===== config.mk =====
export PLATFORM = sky130hd
export DESIGN_NAME = int_sqrt_seq
export DESIGN_NICKNAME = d
export VERILOG_FILES = /design/src/rtl/int_sqrt_pkg.sv /design/src/rtl/int_sqrt_step.sv /design/src/rtl/int_sqrt_seq.sv
export SDC_FILE = /design/constraint.sdc
export NUM_CORES = 1
export LEC_CHECK = 0
export ABC_CLOCK_PERIOD_IN_PS = 3500
export CAP_MARGIN = 20
export CORE_ASPECT_RATIO = 1.2
export CORE_MARGIN = 3
export CORE_UTILIZATION = 56
export CTS_CLUSTER_DIAMETER = 60
export DETAILED_ROUTE_END_ITERATION = 16
export PLACE_DENSITY = 0.78
export RECOVER_POWER = 25
export SYNTH_ARGS = -nofsm -noshare
export SYNTH_HDL_FRONTEND = slang
export SYNTH_HIERARCHICAL = 1
export SYNTH_SLANG_ARGS = --single-unit
export TNS_END_PERCENT = 100

===== constraint.sdc =====
create_clock -name Clk -period 3.5 [get_ports Clk]
set_input_delay 0.7 -clock Clk [delete_from_list [all_inputs] [get_ports Clk]]
set_output_delay 0.7 -clock Clk [all_outputs]
set_load 0.05 [all_outputs]

===== src/rtl/int_sqrt_pkg.sv =====
// Shared types and helpers for the sequential integer square-root unit.
package int_sqrt_pkg;

  typedef enum logic [1:0] {
    IDLE = 2'd0,
    CALC = 2'd1,
    FIN  = 2'd2
  } state_t;

  function automatic int rw_of(input int width);
    return width / 2;
  endfunction

endpackage


===== src/rtl/int_sqrt_step.sv =====
// One restoring square-root iteration: appends a two-bit digit to the partial
// remainder and decides the next root bit. Purely combinational.
module int_sqrt_step #(
  parameter int RW = 8
) (
  input  logic [RW+1:0] r,
  input  logic [RW-1:0] q,
  input  logic [1:0]    digit,
  output logic [RW+1:0] r_nxt,
  output logic [RW-1:0] q_nxt
);

  localparam int RW2 = RW + 2;

  logic [RW+3:0] r_sh;
  logic [RW+3:0] t;
  logic          ge;

  // Full-width shift and trial subtrahend so the compare never loses bits.
  always_comb begin
    r_sh  = {r, digit};
    t     = {2'b00, q, 2'b01};
    ge    = (r_sh >= t);
    r_nxt = ge ? RW2'(r_sh - t) : r_sh[RW+1:0];
    q_nxt = {q[RW-2:0], ge};
  end

endmodule


===== src/rtl/int_sqrt_seq.sv =====
// Sequential floor(sqrt(X)) with remainder, one root bit per clock.
// Start/Busy/Done handshake; a new operand may be accepted in the Done cycle.
module int_sqrt_seq
  import int_sqrt_pkg::*;
#(
  parameter  int WIDTH = 16,
  localparam int RW    = rw_of(WIDTH)
) (
  input  logic             Clk,
  input  logic             Reset,
  input  logic             Start,
  input  logic [WIDTH-1:0] X,
  output logic             Busy,
  output logic             Done,
  output logic [RW-1:0]    Root,
  output logic [RW:0]      Rem
);

  localparam int CW = (RW > 1) ? $clog2(RW) : 1;

  if ((WIDTH % 2) != 0 || WIDTH < 4) begin : g_width_check
    $error("int_sqrt_seq: WIDTH must be even and >= 4");
  end

  state_t          state, state_nxt;
  logic [CW-1:0]   cnt;
  logic [WIDTH-1:0] sreg;
  logic [RW+1:0]   r, r_nxt;
  logic [RW-1:0]   q, q_nxt;
  logic            accept;

  int_sqrt_step #(.RW(RW)) u_step (
    .r     (r),
    .q     (q),
    .digit (sreg[WIDTH-1:WIDTH-2]),
    .r_nxt (r_nxt),
    .q_nxt (q_nxt)
  );

  always_ff @(posedge Clk or negedge Reset) begin
    if (!Reset) state <= IDLE;
    else        state <= state_nxt;
  end

  always_comb begin
    state_nxt = state;
    Busy      = 1'b0;
    Done      = 1'b0;
    accept    = 1'b0;
    case (state)
      IDLE: begin
        accept = Start;
        if (Start) state_nxt = CALC;
      end
      CALC: begin
        Busy = 1'b1;
        if (cnt == '0) state_nxt = FIN;
      end
      FIN: begin
        Done      = 1'b1;
        accept    = Start;
        state_nxt = Start ? CALC : IDLE;
      end
      default: state_nxt = IDLE;
    endcase
  end

  always_ff @(posedge Clk or negedge Reset) begin
    if (!Reset) begin
      cnt  <= '0;
      sreg <= '0;
      r    <= '0;
      q    <= '0;
      Root <= '0;
      Rem  <= '0;
    end else if (accept) begin
      cnt  <= CW'(RW - 1);
      sreg <= X;
      r    <= '0;
      q    <= '0;
    end else if (state == CALC) begin
      cnt  <= cnt - 1'b1;
      sreg <= {sreg[WIDTH-3:0], 2'b00};
      r    <= r_nxt;
      q    <= q_nxt;
      // Final remainder is bounded by 2*Root, so it fits in RW+1 bits.
      if (cnt == '0) begin
        Root <= q_nxt;
        Rem  <= r_nxt[RW:0];
      end
    end
  end

endmodule


==> summary.txt, run 1 <==
Outcome
  – Status: finished with violations
  – Failing checks: capacitance limit, slew limit

Clock network
  – Longest Clk Path Bufs: 2
  – Total CTS buffers: 5
  – Root Driver: clkbuf_8
  – CTS sink cnt: 56
  – Worst skew pair latency: 0.30 ns
  – CTS tree: yes
  – H-tree Lvls: 2
  – Post CTS Setup Buffer Count: 0
  – Hold-fix buffers at CTS: 0
  – Post_cts resized: 0
  – Clock slew at reported path FFs: 0.10 ns

Floorplanning
  – Die H: 90.6 µm
  – Initial Utilization: 58.5%
  – Die footprint: 6930 µm²
  – Core Region: 5710 µm²
  – Top Ports: 38
  – Die width: 76.5 µm
  – # rows: 30

Synthesis
  – Yosys cell types: 40
  – Post-synth EDFFs: 0
  – Synth warnings: 6
  – Post-synth top area share: 42.0%
  – Count leader, synth: dfrtp_1
  – Syn_area_per_cell: 11.3 µm²
  – Mapped Area: 3340 µm²
  – Ranking of synthesized cells by area: dfrtp_1, mux2_2, mux2_4, mux2i_1, a22o_1
  – Synth Instances: 296
  – Net Count, Synth: 327
  – Synth async-reset ratio: 100%
  – Cell accounting for the most synthesized area: dfrtp_1
  – Flops & latches, synth: 56
  – Most used DFF post-synth: dfrtp_1
  – Seq/Total Area, Yosys: 42.0%
  – Commonest cells post-synth: dfrtp_1, mux2_2, a21oi_1, a22o_1, mux2i_1

Finish
  – Area delta synth->final: 12.6%
  – # diodes: 0
  – Layout Nets: 352
  – Share of layout cells above drive strength 1: 18.9%
  – Final core occ: 65.9%
  – Non-filler cells, final: 402

Route
  – Via count: 2283
  – ANT nets after route: 0
  – DR vias/cell: 5.68
  – DR WL/cell: 15.1 µm
  – Final WL: 6.06 mm
  – Iteration-0 DRC Markers: 108
  – DRC Markers: 0
  – Detailed Routing Iterations Pass 1: 4

Setup path
  – CP required: 3.70 ns
  – Worst EP arrival: 3.18 ns
  – CP Cell Sequence: inv_1 > ha_1 > nor2b_4 > o31a_4 > a41oi_1 > o211a_1 > mux2_4 > mux2_2 > a22o_1
  – CP endpoint kind: register
  – Critical Path Source Type: register
  – Top Family by Delay on Critical Path: compound AO/OA/AOI/OAI gates
  – Slowest-stage cell, CP: o211a_1
  – CP Class: reg2reg
  – Worst-path maximum fanout: 11
  – CP peak stage delay: 0.57 ns
  – CP bufs+invs: 1

GRT
  – Grt total ovfl: 0
  – Initial antenna violation count: 0
  – Global Route Usage Sum: 18.6%
  – Largest net degree at the start of global routing: 46
  – Global-route wire length before repair: 10.6 mm
  – Vias in the first global route: 2315

Timing
  – Final hold vios: 0
  – Period utilization: 85.0%
  – Final Setup Violations: 0
  – Fmax achieved: 336 MHz
  – RSZ-0062 raised after global routing: false
  – Worst Skew: 0.0120 ns
  – Final-report max-slew violation count: 34
  – Slew headroom: -14.1%
  – Slew @ Worst Pin: 1.71 ns
  – Final worst slack: 0.524 ns
  – Setup TNS: 0 ns
  – Final min period: 2.98 ns

Placement
  – Placed cell count: 393
  – PortBufs: 37
  – Gpl congestion: 0.840
  – Dpl hpwl: 4.25 mm
  – Setup slack at placement: 0.548 ns

Job
  – Max_cap viols: 1

Hold path
  – Worst hold path class: in2async
## final timing paths
path                         from  endpoint  slack (ns)  depth (start not counted)
max                          q[0]      r[8]        0.52                          9
min                         Reset    Rem[5]        0.40                          1
max reg2reg                  q[0]      r[8]        0.52                          9
min reg2reg                cnt[0]    cnt[0]        0.49                          1
max in group asynchronous   Reset  sreg[14]        1.07                          2
min in group Clk           cnt[0]    cnt[0]        0.49                          1
## cells in the final DEF, fill, tap and decap left out, types with 2 or more instances in the layout
cell,count
clkbuf_8,5
nor2b_1,16
clkdlybuf4s50_1,35
nor3b_1,2
buf_4,5
nor2_1,5
nand2b_1,3
a21oi_1,23
o211ai_1,2
mux2_2,27
inv_1,16
mux2i_1,17
clkbuf_1,4
xnor2_1,5
nand3_1,4
o21a_1,2
o21ai_0,8
nor3_1,2
mux2_4,16
a211oi_1,14
dfrtp_1,56
nand2_1,7
ha_1,12
a22o_1,18
## logic make-up after synthesis
kind of cell	synth area share, %
AOI/OAI and AO/OA	16.0
xor gates and xnor gates	1.57
adders and majority gates	4.50
buffers and inverters	6.78
DFF	42.0
muxes	21.4
and+or+nand+nor	7.79
## layer usage
| layer | up-vias | share of wire (%) | global-route usage (%) |
|---|---|---|---|
| li1 | 1114 | - | - |
| met1 | 1113 | 43 | 21.9 |
| met2 | 45 | 52 | 33.9 |
| met3 | 11 | 3.1 | 2.50 |
| met4 | 0 | 1.9 | 7.25 |
| met5 | - | 0 | 0 |
## state kept, by name, indices dropped and copies added, names as in the netlist
name and cells:
sreg 16, r 10, Rem 9, state 2
Root 8, q 8, cnt 3
## metrics by stage
step	cell area (µm²)	hold slack, ns
finish	3760	0.404
CTS	3760	0.489
global placement	3670	0.460
global route	3760	0.464
detailed placement	3670	0.475
floorplan	3340	0.404
## area by class of cell
type | count | area, µm²
clock inverter | 2 | 16.3
tap | 80 | 100
clock buffer | 6 | 72.6
sequential | 56 | 1400
fill | 456 | 1940
timing repair buffer | 43 | 399
inverter | 16 | 60.1
multi-input combinational | 199 | 1710
## worst reg2reg max path: stages, from the launching register on
cell and delay (ns):
dfrtp_1 0.41, inv_1 0.06, ha_1 0.35, nor2b_4 0.16, o31a_4 0.30, a41oi_1 0.17
o211a_1 0.57, mux2_4 0.36, mux2_2 0.26, a22o_1 0.23
Power of run 1 is left out: the tool's default activity adds up to more than one toggle a clock period on the data nets, which glitch-free logic cannot reach.
==> run 2, diff against run 1 <==
Settings changed: ABC_CLOCK_PERIOD_IN_PS 3500 to not set, SLEW_MARGIN set to 0.
==> results of run 2 <==
Final layout, timing and power as in run 1 (identical DEF).
Power of run 2 is left out for the same reason.
==> run 3, diff against run 2 <==
Settings changed: CORE_UTILIZATION 56 to 51, CTS_CLUSTER_DIAMETER 60 to not set, PLACE_DENSITY 0.78 to 0.74.
Clock period 3.5 ns to 2.7 ns, I/O delays scaled along.
==> run 3 against run 2 <==
  * The run now ends clean
  * Die area increased by 9.1%
  * Via count decreased by 0.48%
  * Fmax increased by 17%
  * Clock skew decreased by 0.0035 ns
  * Clock-buffer cell count unchanged
  * First-iteration DRC count decreased by 4.6%
  * Critical path depth unchanged
  * Worst setup slack got worse by 0.38 ns
  * Register-to-register slack got worse by 0.38 ns
==> summary.txt, run 3 (synthesis results as in run 1) <==
Finish
  – Reg with most FFs: sreg
  – Layout Nets: 359 (+2.0%)
  – Multi-input gate area: 1730 µm² (+0.80%)
  – Final instance area: 3890 µm² (+3.5%)
  – Commonest non-fill, non-tap cell in the layout: dfrtp_1
  – # diodes: 0 (unchanged)
  – Number of fillers in the final layout: 539 (+18%)
  – Top flop regs: sreg x16, r x10, Rem x9
  – Register area: 1400 µm² (unchanged)
  – Most frequent cells in the layout: dfrtp_1, clkdlybuf4s50_1, mux2_2
  – Share of layout cells above drive strength 1: 23.1% (+4.2 points)
  – Area delta synth->final: 16.5%
  – Flip-flop count of the largest register after layout: 16 (unchanged)

Timing
  – RSZ-0062 raised after global routing: false
  – Final worst slack: 0.146 ns (-0.378 ns)
  – Period utilization: 94.6% (+9.6 points)
  – Final hold vios: 0 (unchanged)
  – Worst Skew: 0.00850 ns (-0.00354 ns)
  – Final-report max-slew violation count: 0 (-100%)
  – Fmax achieved: 392 MHz (+17%)
  – Slew @ Worst Pin: 1.36 ns (-0.350 ns)
  – Final Setup Violations: 0 (unchanged)
  – Final min period: 2.55 ns (-0.422 ns)
  – Slew headroom: 9.23% (+23 points)
  – Setup TNS: 0 ns (unchanged)

Clock network
  – Worst skew pair latency: 0.31 ns (about the same)
  – Total CTS buffers: 5 (unchanged)
  – H-tree Lvls: 2 (unchanged)
  – Clock slew at reported path FFs: 0.10 ns (about the same)
  – Root Driver: clkbuf_8
  – CTS tree: yes
  – CTS sink cnt: 56 (unchanged)
  – Hold-fix buffers at CTS: 0 (unchanged)
  – Longest Clk Path Bufs: 2 (unchanged)

Floorplanning
  – Die width: 79.9 µm (+4.4%)
  – Die H: 94.6 µm (+4.5%)
  – Initial Utilization: 53.8% (-4.7 points)
  – Die footprint: 7560 µm² (+9.1%)
  – # rows: 31 (+3.3%)
  – Top Ports: 38 (unchanged)
  – Core Region: 6210 µm² (+8.8%)

Setup path
  – Flop2flop setup slack: 0.15 ns (-0.38 ns)
  – Worst EP arrival: 2.76 ns (-0.42 ns)
  – CP Class: reg2reg
  – R2r worst-path depth: 9 (unchanged)
  – Crit path launch: r[0]
  – Worst r2r src: r[0]
  – R2R Path End: r[8]
  – Worst-path maximum fanout: 5 (-6)
  – CP required: 2.91 ns (-0.79 ns)
  – CP endpoint kind: register
  – Critical Path Source Type: register

Placement
  – PortBufs: 37 (unchanged)
  – Area after DPL: 3730 µm² (+1.6%)
  – Dpl hpwl: 4.07 mm (-4.2%)
  – Setup slack at placement: 0.0947 ns (-0.453 ns)
  – Gpl congestion: 0.804 (-4.3%)

Route
  – Final WL: 6.16 mm (+1.5%)
  – ANT nets after route: 0 (unchanged)
  – Iteration-0 DRC Markers: 103 (-4.6%)
  – Uppermost layer routed: met4
  – DR WL/cell: 15.0 µm (-0.71%)
  – Detailed Routing Iterations Pass 1: 4 (unchanged)
  – Wire length on met3: 194 µm (+3.7%)
  – Via count: 2272 (-0.48%)
  – DRT met1 WL: 2.79 mm (+7.8%)
  – Routed wl met2: 3.07 mm (-3.1%)
  – DR vias/cell: 5.53 (-2.7%)
  – DRC Markers: 0 (unchanged)

GRT
  – Grt total ovfl: 0 (unchanged)
  – Global Route Usage Sum: 17.3% (-1.3 points)
  – Largest net degree at the start of global routing: 57 (+24%)
  – Vias in the first global route: 2133 (-7.9%)
  – Initial antenna violation count: 0 (unchanged)
  – Global-route wire length before repair: 10.3 mm (-2.8%)

Hold path
  – Worst hold path class: reg2reg
  – Hold Path Sink: cnt[0]
  – Hold path cells: 1
  – Hold Startpoint: cnt[0]

Job
  – Max_cap viols: 0 (-1)

Outcome
  – Status: finished clean
[run 3: stage by stage]
step,instances,utilization [%],hold slack (ns)
2_1_floorplan,296,-,0.244
6_report,411,62.7,0.489
3_5_place_dp,398,60.2,0.470
3_3_place_gp,398,60.2,0.458
4_1_cts,406,62.1,0.223
5_1_grt,411,62.7,0.535
[run 3: worst max-delay path, cell delays in order, from the launching register on]
cell and delay [ns]:
dfrtp_1 0.42, ha_1 0.32, nor2b_4 0.14, o31a_4 0.30, a41oi_2 0.16, o211a_1 0.19, buf_4 0.16, mux2_4 0.30
mux2_2 0.26, a22o_1 0.22
[run 3: repair_timing]
item                                    in CTS  in global routing
endpoints found under the setup margin       0                  8
hold endpoints to repair                     0                  0
setup buffers                                0                  5
resized for setup                            0                  4
[run 3: layout make-up]
| class | count | area share (%) |
|---|---|---|
| Inverter | 16 | 1.54 |
| Sequential cell | 56 | 36.0 |
| Clock buffer | 6 | 2.12 |
| Clock inverter | 2 | 0.997 |
| Multi-Input combinational cell | 199 | 44.3 |
| Timing Repair Buffer | 50 | 12.3 |
| Tap cell | 82 | 2.64 |
[run 3: worst max path at each step]
stage	end	slack (ns)	cells after the start
CTS	r[8]	0.07	10
global placement	r[8]	0.14	9
floorplan	r[8]	0.13	9
global route	r[8]	0.02	10
detailed placement	r[8]	0.09	10
finish	r[8]	0.15	9
[run 3: per-layer routing]
| layer | vias up | GRT usage [%] |
|---|---|---|
| met4 | 0 | 5.49 |
| met5 | - | 0 |
| met1 | 1090 | 21.7 |
| li1 | 1130 | - |
| met3 | 9 | 2.96 |
| met2 | 43 | 30.3 |
Power of run 3 is left out for the same reason.
